File: config.mk
export PLATFORM = sky130hd
export DESIGN_NAME = insn_buffer
export DESIGN_NICKNAME = d
export VERILOG_FILES = /design/src/rtl/insn_buffer.sv
export SDC_FILE = /design/constraint.sdc
export NUM_CORES = 1
export LEC_CHECK = 0
export ABC_AREA = 1
export CAP_MARGIN = 20
export CORE_MARGIN = 3
export CORE_UTILIZATION = 56
export CTS_CLUSTER_SIZE = 25
export DETAILED_ROUTE_END_ITERATION = 10
export PLACE_DENSITY = 0.8
export SLEW_MARGIN = 20
export SYNTH_ARGS = -nofsm -noshare
export SYNTH_HDL_FRONTEND = slang
export SYNTH_SLANG_ARGS = --single-unit
File: constraint.sdc
create_clock -name clk -period 3.4 [get_ports clk]
set_input_delay 0.68 -clock clk [delete_from_list [all_inputs] [get_ports clk]]
set_output_delay 0.68 -clock clk [all_outputs]
set_load 0.03 [all_outputs]
File: src/rtl/insn_buffer.sv
// insn_buffer: fetch-to-decode decoupling queue of halfword entries.
// Reassembles RVC and 32-bit instructions (including ones split across
// fetch words and across the queue wrap point) and presents one per cycle.
// Optional zero-latency bypass when empty: define RAFI_INSN_BUFFER_BYPASS_EN.
module insn_buffer #(
    parameter int unsigned ENTRY_COUNT  = 4,
    parameter logic [31:0] INITIAL_PC_P = 32'h8000_0000
) (
    input  logic        clk,
    input  logic        rstN,
    input  logic        flush,
    input  logic        fetchValid,
    output logic        fetchReady,
    input  logic [31:0] fetchPc,
    input  logic [31:0] fetchWord,
    input  logic        fetchFault,
    output logic        insnValid,
    input  logic        insnReady,
    output logic [31:0] insnPc,
    output logic [31:0] insnWord,
    output logic        insnFault
);

    localparam int unsigned PTR_W = $clog2(ENTRY_COUNT);
    localparam int unsigned CNT_W = PTR_W + 1;
    localparam int unsigned HW_W  = 16;

    // Halfword storage; contents are only meaningful where count covers them.
    logic [31:0]     pc_q    [ENTRY_COUNT];
    logic            fault_q [ENTRY_COUNT];
    logic [HW_W-1:0] insn_q  [ENTRY_COUNT];

    logic [PTR_W-1:0] read_ptr_q;
    logic [PTR_W-1:0] write_ptr_q;
    logic [CNT_W-1:0] count_q;

    logic [PTR_W-1:0] next_ptr;
    logic [PTR_W-1:0] write_ptr1;
    logic [31:0]      head_pc;
    logic             head_fault;
    logic [HW_W-1:0]  head_insn;
    logic             next_fault;
    logic [HW_W-1:0]  next_insn;
    logic             has_any;
    logic             has_two;
    logic [1:0]       need;
    logic             push;
    logic             pop;
    logic [1:0]       n_wr;
    logic [1:0]       rd_adv;
    logic [31:0]      wr0_pc;
    logic [HW_W-1:0]  wr0_insn;
    logic [31:0]      wr1_pc;
    logic [HW_W-1:0]  wr1_insn;
`ifdef RAFI_INSN_BUFFER_BYPASS_EN
    logic             bypass;
`endif

    assign next_ptr   = read_ptr_q + PTR_W'(1);
    assign write_ptr1 = write_ptr_q + PTR_W'(1);

    // Room for a full aligned fetch word, judged on registered occupancy only.
    assign fetchReady = (count_q <= CNT_W'(ENTRY_COUNT - 2));

    // Select the head pair, optionally taken straight from the fetch port.
    always_comb begin
        head_pc    = pc_q[read_ptr_q];
        head_fault = fault_q[read_ptr_q];
        head_insn  = insn_q[read_ptr_q];
        next_fault = fault_q[next_ptr];
        next_insn  = insn_q[next_ptr];
        has_any    = (count_q != '0);
        has_two    = (count_q >= CNT_W'(2));
`ifdef RAFI_INSN_BUFFER_BYPASS_EN
        bypass     = (count_q == '0) && fetchValid && !flush;
        if (bypass) begin
            head_pc    = fetchPc;
            head_fault = fetchFault;
            head_insn  = fetchPc[1] ? fetchWord[31:16] : fetchWord[15:0];
            next_fault = fetchFault;
            next_insn  = fetchWord[31:16];
            has_any    = 1'b1;
            has_two    = !fetchPc[1];
        end
`endif
    end

    // Head decode: fault, RVC, or 32-bit instruction needing two halfwords.
    always_comb begin
        insnValid = 1'b0;
        insnFault = 1'b0;
        insnWord  = '0;
        insnPc    = INITIAL_PC_P;
        need      = 2'd1;
        if (has_any) begin
            insnPc = head_pc;
            if (head_fault) begin
                insnValid = 1'b1;
                insnFault = 1'b1;
            end else if (head_insn[1:0] != 2'b11) begin
                insnValid = 1'b1;
                insnWord  = {16'h0, head_insn};
            end else begin
                need = 2'd2;
                if (has_two) begin
                    insnValid = 1'b1;
                    insnWord  = {next_insn, head_insn};
                    insnFault = next_fault;
                end
            end
        end
    end

    assign push = fetchValid && fetchReady && !flush;
    assign pop  = insnValid && insnReady && !flush;

    // Work out which halfwords get written and how far the read side moves.
    always_comb begin
        n_wr     = 2'd0;
        rd_adv   = pop ? need : 2'd0;
        wr0_pc   = fetchPc;
        wr0_insn = fetchPc[1] ? fetchWord[31:16] : fetchWord[15:0];
        wr1_pc   = fetchPc + 32'd2;
        wr1_insn = fetchWord[31:16];
        if (push) begin
            n_wr = fetchPc[1] ? 2'd1 : 2'd2;
        end
`ifdef RAFI_INSN_BUFFER_BYPASS_EN
        // Bypassed and consumed: nothing left in storage to pop, store leftover only.
        if (bypass && pop) begin
            rd_adv = 2'd0;
            if (!fetchPc[1] && (need == 2'd1)) begin
                n_wr     = 2'd1;
                wr0_pc   = fetchPc + 32'd2;
                wr0_insn = fetchWord[31:16];
            end else begin
                n_wr = 2'd0;
            end
        end
`endif
    end

    // Pointer and occupancy state; flush dominates any push or pop.
    always_ff @(posedge clk or negedge rstN) begin
        if (!rstN) begin
            read_ptr_q  <= '0;
            write_ptr_q <= '0;
            count_q     <= '0;
        end else if (flush) begin
            read_ptr_q  <= '0;
            write_ptr_q <= '0;
            count_q     <= '0;
        end else begin
            read_ptr_q  <= read_ptr_q + PTR_W'(rd_adv);
            write_ptr_q <= write_ptr_q + PTR_W'(n_wr);
            count_q     <= count_q + CNT_W'(n_wr) - CNT_W'(rd_adv);
        end
    end

    // Entry writes; the fetch fault tags every halfword written.
    always_ff @(posedge clk) begin
        if (n_wr != 2'd0) begin
            pc_q[write_ptr_q]    <= wr0_pc;
            fault_q[write_ptr_q] <= fetchFault;
            insn_q[write_ptr_q]  <= wr0_insn;
        end
        if (n_wr == 2'd2) begin
            pc_q[write_ptr1]    <= wr1_pc;
            fault_q[write_ptr1] <= fetchFault;
            insn_q[write_ptr1]  <= wr1_insn;
        end
    end

endmodule

# --- After elaboration in Yosys (flattened, before gate mapping) ---
# Memories as Yosys holds them, arrays and structs flattened.
# Index checks and enable logic that the tools add are counted.
totals:
  wordCells: 51
  ram_bits: 196
  ff_bits: 7
  input_bits: 70
  n_memories: 3
op_classes:
  mux: 27
  order_cmp: 2
  eq_ne: 2
  n_reduce_logical: 7
  add_sub_neg: 7
mem_list:
  columns: ["memory", "words", "width", "rd", "rd_clocked_by_memory_dff", "write_ports", "line", "text"]
  rows:
  - ["pc_q", 4, 32, 1, 0, 2, "29", "logic [31:0] pc_q [ENTRY_COUNT];"]
  - ["insn_q", 4, 16, 2, 0, 2, "31", "logic [HW_W-1:0] insn_q [ENTRY_COUNT];"]
  - ["fault_q", 4, 1, 2, 0, 2, "30", "logic fault_q [ENTRY_COUNT];"]
ops:
  columns: ["op", "n"]
  rows:
  - ["$mux 32", 5]
  - ["$add 32x2->32 const B", 1]
  - ["$mux 16", 1]
  - ["$mux 2", 8]
  - ["$mux 1", 12]
  - ["$add 2x1->2 const B", 2]
  - ["$add 2x2->2", 2]
  - ["$logic_and 1x1->1", 4]
  - ["$add 3x2->3", 1]
  - ["$ge 3x2->1 const B", 1]
  - ["$le 3x2->1 const B", 1]
  - ["$mux 3", 1]
  - ["$reduce_bool 3->1", 1]
  - ["$sub 3x2->3", 1]
  - ["$eq 2x2->1 const B", 1]
  - ["$ne 2x2->1 const B", 1]
  - ["$reduce_bool 2->1", 1]
  - ["$logic_not 1->1", 1]

# --- Longest topological paths before layout ---
depth:
  ltp_word: 10
  mapped_depth: 14
  depth_no_buf: 13

# --- Worst setup path before layout ---
# OpenSTA, ideal clock, no wires.
synth_timing:
  path_kind: "register -> register"
  start: "reg count_q[1]"
  end: "mem fault_q[3], enable pin"
  synth_period_minus_slack_ns: 3.044
  setup_ns: 0.408
  path_stages_with_launch: 9
  setup_slack_ns: 0.356
  arrival_time_ns: 2.637
  cell_sequence: "dfrtp_1 -> a21oi_2 -> nand3_2 -> clkinv_2 -> nand3_2 -> nor2_4 -> inv_2 -> buf_6 -> nand2_1"
synth_rtl:
  columns: ["element", "line", "text"]
  rows:
  - ["start, declared", "35", "logic [CNT_W-1:0] count_q;"]
  - ["start signal, assigned", "156", "count_q <= count_q + CNT_W'(n_wr) - CNT_W'(rd_adv);"]
  - ["end, declared", "30", null]

# --- Worst setup path after layout ---
layout_timing:
  start: "reg read_ptr_q[0]"
  end: "out insnPc[10]"
layout_via:
  elab_chain_len: 2
layout_rtl:
  columns: ["element", "line", "text"]
  rows:
  - ["start, declared", "33", "logic [PTR_W-1:0] read_ptr_q;"]
  - ["start signal, assigned", "154", "read_ptr_q <= read_ptr_q + PTR_W'(rd_adv);"]
  - ["$mem_v2 4x32", null, null]
  - ["$mux 32", "95", "if (has_any) begin"]
  - ["end, declared", "19", "output logic [31:0] insnPc,"]
# No other way between the ends.

==> results.json <==
{
  "status": "completed",
  "grt_use_met2_pct": 43.24,
  "synth_top_cell_by_area": "edfxtp_1",
  "die_x_um": 146.1,
  "worstPathRequired_ns": 2.72,
  "worstSetupEndpointType": "output port",
  "dp_hpwl_mm": 18.23,
  "holdCritPathClass": "input port to async pin",
  "tns_ns": 0,
  "drive_gt1_share_pct": 11.56,
  "grt_max_degree": 68,
  "peakVddDrop_uv": 504.1,
  "layout.nets": 1370,
  "initial_core_util_pct": 57.78,
  "timing.final.crit_period_ns": 3.309,
  "route.detailed.drc": 0,
  "clockBufferDepth": 3,
  "wl_mm": 29.09,
  "portBuffers": 136,
  "start_kind": "register",
  "drt-pass1-iter-count": 6,
  "drv_cap": 0,
  "power_leakage_uw": 0.005253,
  "clk_pin_slew_worst_paths_ns": 0.07,
  "synth_area_leaders": "edfxtp_1 (54%), nand2_1 (9.1%), o21ai_0 (7.2%)",
  "drt_first_iter_violations": 921,
  "cp_max_fo": 51,
  "grtUsageMet3_pct": 3.631,
  "async_reset_ff_share_pct": 3.448,
  "syn_nets": 1298,
  "grt_pass1_wl_mm": 45.10,
  "overflow": 0,
  "boundaryPins": 137,
  "htreeDepth": 1,
  "rsz0062_at_grt": "false",
  "tritoncts": "built",
  "grtUsageTotal_pct": 26.04,
  "vias_per_cell": 5.790,
  "cts_buffers": 21,
  "postLayoutCellArea_um2": 13110,
  "synth_edf_count": 196,
  "crit_start": "read_ptr_q[0]",
  "grtUsageMet1_pct": 35.68,
  "cts.sinks": 203,
  "dpl_cell_area_um2": 12340,
  "clock_latency_ns": 0.49,
  "place_ws_ns": 0.1226,
  "register_area_um2": 6066,
  "ys_types": 48,
  "multi_input_area_um2": 4064,
  "antenna_found_initial": 1,
  "final.period_utilization_pct": 97.34,
  "fin_cells": 1567,
  "reg2reg_from": "read_ptr_q[0]",
  "hold_viol": 0,
  "num_vias": 9073,
  "synth_area_um2": 10990,
  "grt_pass1_vias": 8620,
  "synth_seq_area_share_pct": 55.16,
  "gp_congestion": 0.9021,
  "fmax_mhz": 302.2,
  "path_class": "register to output port",
  "synth_seq_cells": 203,
  "slew_headroom_pct": 67.15,
  "wl_per_cell_um": 18.56,
  "avgSynthCellArea_um2": 8.984,
  "ys_top_cells_by_count": "nand2_1 (267), edfxtp_1 (196), nor2_1 (161)",
  "cts-hold-fix-buffers": 0,
  "rows": 50,
  "core_area_um2": 19020,
  "skew_ns": 0.01061,
  "clockRootBuffer": "clkbuf_16",
  "busiest_layer": "met2",
  "power.density_nw_per_um2": 614.4,
  "drtAntennaViolNets": 0,
  "synth_top_area_share_pct": 53.56,
  "r2r_cells": 11,
  "slew_violations": 0,
  "dp.cells": 1526,
  "worst_slack_ns": 0.09052,
  "whs_ns": 0.4516,
  "cp.arrival_ns": 2.63,
  "syn-instance-count": 1223,
  "fillCellCount": 1467,
  "synthFlopType": "edfxtp_1",
  "setup_viol": 0,
  "tightest_slew_ns": 0.4883,
  "die_y_um": 146.1,
  "yosysWarnings": 0,
  "die-area_um2": 21340,
  "syn_to_final_growth_pct": 19.34,
  "synth_most_common_cell": "nand2_1"
}
[registers in the layout, indices dropped and copies added (netlist names)]
register and cells:
pc_q 128, count_q 3, insn_q 64, fault_q 4, write_ptr_q 2, read_ptr_q 2
[cells in the final DEF (no fill, tap or decap), types with 2 or more instances in the layout]
cell type / netlist / final
nand2_1: 267 / 263
edfxtp_1: 196 / 196
nor2_1: 161 / 159
o21ai_0: 157 / 157
clkdlybuf4s50_1: 0 / 90
o21ai_1: 71 / 71
inv_1: 60 / 59
a21oi_1: 51 / 51
buf_4: 5 / 50
clkbuf_16: 0 / 21
dlygate4sd2_1: 0 / 17
xor2_1: 13 / 13
nand3_1: 13 / 13
o22ai_1: 13 / 13
dlymetal6s2s_1: 0 / 13
inv_2: 9 / 10
a221oi_2: 10 / 10
nand2_2: 5 / 9
a211oi_2: 7 / 8
clkinv_2: 1 / 5
nor3_1: 5 / 5
a211oi_1: 6 / 5
dfrtp_1: 7 / 5
buf_12: 0 / 5
nor2_4: 4 / 4
nor2_2: 2 / 4
a221oi_1: 4 / 4
xnor2_1: 3 / 3
nand3_2: 3 / 3
nand4_1: 3 / 3
ha_1: 3 / 3
bufinv_16: 0 / 3
a21oi_2: 2 / 2
fa_1: 2 / 2
clkinv_4: 0 / 2
clkinvlp_4: 0 / 2
[where the power goes]
group / leakage, uW / internal [uW] / total, uW / switching [uW]
logic: 0.00305 / 941 / 2760 / 1810
clock network: 0.000328 / 1360 / 2290 / 935
registers: 0.00188 / 2940 / 3010 / 74.4
[metal layers]
| metal | share of wire (%) | wire length, um | vias up |
|---|---|---|---|
| li1 | - | - | 4282 |
| met1 | 39 | 11470 | 4186 |
| met2 | 48 | 14000 | 532 |
| met3 | 9.5 | 2769 | 73 |
| met4 | 2.9 | 858 | 0 |
| met5 | 0 | 0 | - |
[worst paths after layout]
check	to	slack, ns
max	insnPc[10]	0.09
min	count_q[0]	0.45
max reg2reg	count_q[2]	0.50
min reg2reg	count_q[2]	0.71
max in group asynchronous	read_ptr_q[0]	2.66
min in group clk	count_q[2]	0.71
[per-stage QoR]
step,total power [uW],util [%]
2_1_floorplan,4755,-
3_3_place_gp,5755,64.90
3_5_place_dp,5795,64.90
4_1_cts,8055,68.51
5_1_grt,8366,68.95
6_report,8057,68.95
[cell type report]
| cell class | instances | area share (%) |
|---|---|---|
| repair buffers | 177 | 13.02 |
| multi-input cells | 821 | 30.99 |
| inverters | 71 | 2.080 |
| well taps | 260 | 2.481 |
| clock buffers | 22 | 4.036 |
| clock inverters | 12 | 1.116 |
| diodes | 1 | 0.01908 |
| flip-flops and latches | 203 | 46.26 |
[worst max-delay path, stage by stage, from the launching register on]
cell and delay, ns:
dfrtp_4 0.56, inv_6 0.15, clkbuf_8 0.33, o21ai_0 0.17, a21oi_1 0.19, clkdlybuf4s50_1 0.70
[timing repair]
item | in CTS | in global routing
setup buffers | 1 | 5
cloned | 0 | 0
setup endpoints to repair | 40 | 32
pin swaps | 1 | 0
resized for setup | 21 | 21
[cell families after synthesis]
kind of cell               Yosys count  synth area share [%]
and+or+nand+nor                    471                 17.54
AOI/OAI and AO/OA                  327                 16.93
DFF                                203                 55.16
buffers and inverters              199                 8.142
xor gates and xnor gates            17                 1.423
adders and majority gates            5                0.7060
muxes                                1                0.1025
Note: power is estimated with default switching activity, not from simulation.
